File: config.mk
export PLATFORM = sky130hd
export DESIGN_NAME = rr_arbiter16
export DESIGN_NICKNAME = d
export VERILOG_FILES = /design/src/rtl/rr_arbiter16_pkg.sv /design/src/rtl/rr_arbiter16_dec4to16_en.sv /design/src/rtl/rr_arbiter16.sv
export SDC_FILE = /design/constraint.sdc
export NUM_CORES = 1
export LEC_CHECK = 0
export BUFFER_PORTS_ARGS = -buffer_cell sky130_fd_sc_hd__buf_2
export CAP_MARGIN = 20
export CORE_ASPECT_RATIO = 1.2
export CORE_UTILIZATION = 61
export DETAILED_ROUTE_END_ITERATION = 7
export MAX_ROUTING_LAYER = met4
export PLACE_DENSITY = 0.84
export SKIP_LAST_GASP = 1
export SLEW_MARGIN = 25
export SYNTH_ARGS = -nofsm -noshare
export SYNTH_HDL_FRONTEND = slang
export SYNTH_HIERARCHICAL = 1
export SYNTH_SLANG_ARGS = --single-unit
File: constraint.sdc
create_clock -name clk -period 9.5 [get_ports clk]
set_input_delay 0.475 -clock clk [delete_from_list [all_inputs] [get_ports clk]]
set_output_delay 0.475 -clock clk [all_outputs]
set_load 0.02 [all_outputs]
File: src/rtl/rr_arbiter16_pkg.sv
// Shared definitions for the 16-way round-robin arbiter: requester count,
// FSM state encoding and the enable-gated 2-to-4 decode stage.
package rr_arbiter16_pkg;

  localparam int NREQ = 16;
  localparam int IDW  = 4;

  typedef enum logic {
    ST_IDLE  = 1'b0,
    ST_GRANT = 1'b1
  } state_e;

  function automatic logic [3:0] dec2to4(input logic en, input logic [1:0] sel);
    logic [3:0] y;
    y = 4'b0000;
    if (en) y[sel] = 1'b1;
    return y;
  endfunction

endpackage

File: src/rtl/rr_arbiter16_dec4to16_en.sv
// Enable-gated 4-to-16 one-hot decoder: one 2-to-4 row stage on sel[3:2]
// whose outputs enable four 2-to-4 column stages on sel[1:0].
module dec4to16_en
  import rr_arbiter16_pkg::*;
(
  input  logic            en_i,
  input  logic [IDW-1:0]  sel_i,
  output logic [NREQ-1:0] dec_o
);

  logic [3:0] row_en;

  assign row_en = dec2to4(en_i, sel_i[3:2]);

  for (genvar g = 0; g < 4; g++) begin : g_col
    assign dec_o[4*g +: 4] = dec2to4(row_en[g], sel_i[1:0]);
  end

endmodule

File: src/rtl/rr_arbiter16.sv
// Round-robin arbiter for 16 requesters with a hold limit; the registered
// winner index is decoded to a one-hot grant gated by grant-valid.
module rr_arbiter16
  import rr_arbiter16_pkg::*;
#(
  parameter  int MAX_HOLD = 8,
  localparam int HCW      = $clog2(MAX_HOLD)
) (
  input  logic            clk,
  input  logic            rst,
  input  logic [NREQ-1:0] req,
  output logic [NREQ-1:0] gnt,
  output logic [IDW-1:0]  gnt_id,
  output logic            gnt_valid,
  output logic            busy
);

  localparam logic [HCW-1:0] HOLD_LAST = HCW'(MAX_HOLD - 1);

  state_e           state_q, state_d;
  logic [IDW-1:0]   gnt_id_q, gnt_id_d;
  logic [HCW-1:0]   hold_q, hold_d;
  logic [IDW-1:0]   ptr_q, ptr_d;

  logic [2*NREQ-1:0] req_dbl;
  logic [NREQ-1:0]   req_rot;
  logic [IDW-1:0]    ffs;
  logic [IDW-1:0]    winner;
  logic              owner_req;
  logic              others_req;

  // Rotate so that bit ptr lands at position 0, then find-first-set; the
  // offset added back to ptr wraps naturally in 4 bits.
  always_comb begin
    // NOTE: every variable gets a default before any conditional write so
    // no path leaves it unassigned, which would infer a latch.
    req_dbl = {req, req} >> ptr_q;
    req_rot = req_dbl[NREQ-1:0];
    ffs     = '0;
    for (int i = NREQ - 1; i >= 0; i--) begin
      if (req_rot[i]) ffs = IDW'(i);
    end
    winner = ptr_q + ffs;
  end

  // In GRANT the decoded grant is exactly the owner's one-hot mask.
  assign owner_req  = |(req & gnt);
  assign others_req = |(req & ~gnt);

  always_comb begin
    state_d  = state_q;
    gnt_id_d = gnt_id_q;
    hold_d   = hold_q;
    ptr_d    = ptr_q;
    case (state_q)
      ST_IDLE: begin
        if (|req) begin
          state_d  = ST_GRANT;
          gnt_id_d = winner;
          hold_d   = '0;
        end
      end
      ST_GRANT: begin
        if (!owner_req || (hold_q == HOLD_LAST && others_req)) begin
          state_d = ST_IDLE;
          ptr_d   = gnt_id_q + IDW'(1);
        end else if (hold_q != HOLD_LAST) begin
          hold_d = hold_q + HCW'(1);
        end
      end
      default: state_d = ST_IDLE;
    endcase
  end

  // NOTE: state registers use non-blocking assignments so every flop samples
  // the pre-edge values regardless of statement order.
  always_ff @(posedge clk) begin
    if (rst) begin
      state_q  <= ST_IDLE;
      gnt_id_q <= IDW'(NREQ - 1);
      hold_q   <= '0;
      ptr_q    <= '0;
    end else begin
      state_q  <= state_d;
      gnt_id_q <= gnt_id_d;
      hold_q   <= hold_d;
      ptr_q    <= ptr_d;
    end
  end

  assign gnt_valid = (state_q == ST_GRANT);
  assign gnt_id    = gnt_id_q;
  assign busy      = gnt_valid | (|req);

  dec4to16_en u_dec (
    .en_i  (gnt_valid),
    .sel_i (gnt_id_q),
    .dec_o (gnt)
  );

endmodule

# Word level (Yosys, flattened, before mapping)
# Cells that the tools add are included.
[classes] n_eq_ne=5 n_reduce_logical=11 order_cmp=4 addsub=3 n_shift=1 n_bitwise=5 mux=32
[ops] operator="4-bit two-way mux" count=21
[ops] operator="16-bit OR reduction" count=3
[ops] operator="16-bit AND" count=2
[ops] operator="32-bit by 4-bit >> shifter with 16-bit output" count=1
[ops] operator="16-bit inverter" count=1
[ops] operator="3-bit two-way mux" count=3
[ops] operator="2-bit by 3-bit less-than comparator with 1-bit output, second input constant" count=2
[ops] operator="3-bit case mux with 2 select lines" count=1
[ops] operator="4-bit by 1-bit adder with 4-bit output, second input constant" count=1
[ops] operator="4-bit adder" count=1
[ops] operator="1-bit demux with 2-bit select" count=2
[ops] operator="2-bit by 1-bit greater-or-equal comparator with 1-bit output, second input constant" count=2
[ops] operator="1-bit two-way mux" count=4
[ops] operator="2-bit != test, second input constant" count=2
[ops] operator="2-bit AND reduction" count=2
[ops] operator="3-bit by 1-bit adder with 3-bit output, second input constant" count=1
[ops] operator="3-bit equality test, second input constant" count=1
[ops] operator="1-bit logical AND" count=3
[ops] operator="3-bit != test, second input constant" count=1
[ops] operator="3-bit AND reduction" count=1
[ops] operator="2-bit by 1-bit != test with 1-bit output, second input constant" count=1
[ops] operator="1-bit case mux with 2 select lines" count=1
[ops] operator="1-bit logical NOT" count=1
[ops] operator="1-bit logical OR" count=1
[ops] operator="other kinds (2)" count=2
[word_totals] elab_cells=65 reg_bits=12 in_bits=18

# Logic depth before layout (Yosys ltp)
[depth] ltp_word=18 ltp_mapped=17 ltp_nobuf=14

# Modules after synthesis
# Netlist, hierarchy kept.
[modules_own_cells] mod="rr_arbiter16" n_inst=1 area_each_um2=1899.3 cells_each=226
[modules_own_cells] mod="dec4to16_en" n_inst=1 area_each_um2=120.1 cells_each=23

# Worst setup path after synthesis
# No wires, ideal clock.
[synth_timing] path_type="register to register" start="register ptr_q[1]" end="register gnt_id_q[3] (netlist: gnt_id[3])" arrival_ns=3.246 slack_ns=6.181 setup_time_ns=0.073 path_stages_with_launch=16 cell_sequence="dfxtp_1 > buf_6 > buf_8 > mux4_2 > mux2_2 > a21oi_1 > nor3_1 > o311a_1 > nor3_1 > o2bb2ai_1 > ha_1 > a21o_1 > a21oi_1 > xor2_1 > and4b_1 > nor3_2"
[synth_via] elab_chain_cells=18
[synth_lines] item="from (decl)" line="rr_arbiter16.sv:23" source="logic [IDW-1:0] ptr_q, ptr_d;"
[synth_lines] item="from (signal assigned)" line="rr_arbiter16.sv:87" source="ptr_q <= ptr_d;"
[synth_lines] item="32-bit by 4-bit >> shifter with 16-bit output" line="rr_arbiter16.sv:37" source="req_dbl = {req, req} >> ptr_q;"
[synth_lines] item="4-bit two-way mux (16 in a row)" line="rr_arbiter16.sv:41" source="if (req_rot[i]) ffs = IDW'(i);"
[synth_lines] item="4-bit adder *" line="rr_arbiter16.sv:43" source="winner = ptr_q + ffs;"
[synth_lines] item="to (signal assigned)" line="rr_arbiter16.sv:80" source="gnt_id_q <= IDW'(NREQ - 1);"
[synth_lines] item="to (signal assigned)" line="rr_arbiter16.sv:85" source="gnt_id_q <= gnt_id_d;"
[synth_lines] item="to (decl)" line="rr_arbiter16.sv:21" source="logic [IDW-1:0] gnt_id_q, gnt_id_d;"
# Every way passes the cells marked *; elsewhere a longest branch is shown, timed or not.
# A chain may end at the register's enable or synchronous reset.

# Worst setup path after layout
[layout_timing] start="register ptr_q[3]" end="register gnt_id_q[3] (netlist: gnt_id[3])"
# The elaborated chain is that of the path after synthesis.

==> flow_summary.ini <==
[timing]
post-route-min-period_ns = 3.79
timing.clock.skew_ns = 0.00200
slew-limit-headroom_pct = 46.0
rsz0062_at_grt = false
fin_hold_ws_ns = 0.502
setup_total_negative_slack_ns = 0
worstMarginPinSlew_ns = 0.809
pins_over_their_slew_limit = 0
post-route-worst-setup-slack_ns = 5.71
finalSetupViolations = 0
min_period_over_period_pct = 39.9
fmax_mhz = 264
timing_hold_violations_final = 0

[setup_path]
crit_arrival_ns = 4.00
cp_max_fo = 19
critical_path.endpoint_type = register
worstSetupPathType = reg -> reg
worst_ep_required_ns = 9.71
worstSetupStartpointType = register

[route]
drtPass1Iterations = 4
drcViolationCount = 0
vias = 2096
antenna_left = 0
wl_um = 5120
via_per_inst = 6.63
dr.first_iter.drc_count = 97
drt-wirelength-per-cell_um = 16.2

[synth]
synth.largest_area_cell = sky130_fd_sc_hd__dfxtp_1
synth_warnings = 6
ys.flop_type = sky130_fd_sc_hd__dfxtp_1
synth.most_common_cell = sky130_fd_sc_hd__nand2_1
asyncSetResetFlopFracSynth_pct = 0
syn_area_cell_um2 = 8.11
synth.net_count = 274
synth_edf_count = 0
netlist_top_cells_area = sky130_fd_sc_hd__dfxtp_1, sky130_fd_sc_hd__mux4_2, sky130_fd_sc_hd__mux2i_1, sky130_fd_sc_hd__mux4_1, sky130_fd_sc_hd__nand2_1
synth_top_area_share_pct = 11.9
netlist_area_um2 = 2020
synth.lib_cells_used.distinct = 52
synth_seq_cells = 12
syn_inst = 249
seq_area_frac_synth_pct = 11.9
synth.cells.most_frequent = sky130_fd_sc_hd__nand2_1, sky130_fd_sc_hd__nor2_1, sky130_fd_sc_hd__nand2b_1

[cells_and_area]
num_antenna_cells = 0
finish.utilization_pct = 71.4
layout.nets = 307
areaGrowthSynthToFinish_pct = 9.91
layout-drive-gt1-share_pct = 22.9

[clocking]
tritoncts = yes
clk_pin_slew_worst_paths_ns = 0.07
cts.hold.buffers_added = 0
tritoncts_num_sinks = 12
numCtsBuffers = 3
buffers_from_clock_root_to_sink_at_most = 2
post_cts.resized_instances = 0
cts_root_buf = sky130_fd_sc_hd__clkbuf_4
cts_max_level = 1
insertion_delay_ns = 0.27
postCtsSetupRepairBufs = 0

[power_and_ir_drop]
p_comb_share_pct = 72.4
power_switching_uw = 315
p_per_cell_area_nw_per_um2 = 268
intPower_uw = 279
total_leakage_power_nw = 0.990
power.share.switching_pct = 53.0
seq_pwr_share_pct = 22.3
clock_power_share_pct = 5.3
irDropWorstVdd_mv = 0.199

[hold_path]
min_path_type = reg -> reg

[floorplan]
effective_utilization_at_floorplan_pct = 64.9
dieArea_um2 = 3550
die_boundary_height_um = 65.0
die-width_um = 54.5
floorplan.core_area_um2 = 3110
row_count = 22
boundary_pins = 40

[global_routing]
grt_start_max_net_pins = 22
global_route_wire_length_before_repair_um = 8360
grt_overflow_total = 0
vias_in_the_first_global_route = 1843
antenna_found_initial = 0
grt_usage_pct = 32.7

[placed_design]
portBuffers = 39
place_hpwl_um = 3920
place.gp.congestion = 0.916
detailedPlace.worstSlack_ns = 5.47

[flow_run]
maxCapViolations = 0

[run_status]
run_status = completed
## critical path: stages (launching register included)
cell	delay [ns]
sky130_fd_sc_hd__dfxtp_1	0.85
sky130_fd_sc_hd__mux4_2	0.66
sky130_fd_sc_hd__nand2_1	0.11
sky130_fd_sc_hd__nand3_1	0.14
sky130_fd_sc_hd__o21ai_1	0.20
sky130_fd_sc_hd__nand2b_1	0.14
sky130_fd_sc_hd__a21oi_1	0.08
sky130_fd_sc_hd__o311a_1	0.39
sky130_fd_sc_hd__ha_1	0.29
sky130_fd_sc_hd__a21o_1	0.15
sky130_fd_sc_hd__a21oi_1	0.17
sky130_fd_sc_hd__xor2_1	0.18
sky130_fd_sc_hd__and4b_1	0.22
sky130_fd_sc_hd__nor3_2	0.13
## layer usage
metal	global-route usage [%]	part of all wire, %	up-vias
met5	-	0	-
met2	52.3	49	78
met1	43.3	44	990
li1	-	-	1020
met4	8.65	1.5	0
met3	3.05	5.4	8
## power groups by stage
| stage | clock network [mW] | logic (mW) | registers (mW) |
|---|---|---|---|
| global route | 0.0342 | 0.474 | 0.142 |
| detailed placement | 0 | 0.421 | 0.132 |
| CTS | 0.0320 | 0.424 | 0.131 |
| floorplan | 0 | 0.370 | 0.0994 |
| global placement | 0 | 0.418 | 0.131 |
| finish | 0.0315 | 0.430 | 0.132 |
## stage by stage
step	std cells	total power [mW]	instance area (µm²)
floorplan	249	0.469	2020
global placement	313	0.549	2200
detailed placement	313	0.553	2200
CTS	316	0.587	2220
finish	316	0.594	2220
global route	316	0.650	2220
## logic make-up after synthesis
family / synth area share (%)
muxes: 29.2
xor gates and xnor gates: 1.74
adders and majority gates: 4.71
and+or+nand+nor: 30.2
buffers and inverters: 5.20
DFF: 11.9
AOI/OAI and AO/OA: 17.0
## layout make-up
type / instances / area, µm²
timing repair buffer: 39 / 195
clock buffer: 3 / 22.5
tap: 36 / 45.0
multi-input combinational: 215 / 1670
inverter: 11 / 41.3
sequential: 12 / 241
fill: 266 / 891
## sequential cells by signal, summed over array words and instances, names as in the netlist
signal and cells:
gnt_valid 1, gnt_id 4, hold_q 3, ptr_q 4
## final timing paths
| kind | to | cells after the start | start | slack (ns) |
|---|---|---|---|---|
| worst max-delay path | gnt_id[3] | 13 | ptr_q[3] | 5.71 |
| worst min-delay path | hold_q[1] | 2 | hold_q[1] | 0.50 |
| worst max register to register | gnt_id[3] | 13 | ptr_q[3] | 5.71 |
| worst min register to register | hold_q[1] | 2 | hold_q[1] | 0.50 |
## cell usage in the layout (no fill, tap or decap), types with 10 or more instances in the layout
cell,n
sky130_fd_sc_hd__buf_2,39
sky130_fd_sc_hd__nand2_1,30
sky130_fd_sc_hd__nor2_1,24
sky130_fd_sc_hd__nand2b_1,17
sky130_fd_sc_hd__mux2i_1,15
sky130_fd_sc_hd__nand3_1,11
sky130_fd_sc_hd__dfxtp_1,11
sky130_fd_sc_hd__inv_1,10
sky130_fd_sc_hd__mux4_2,10
Power figures use the tool's default switching activity.
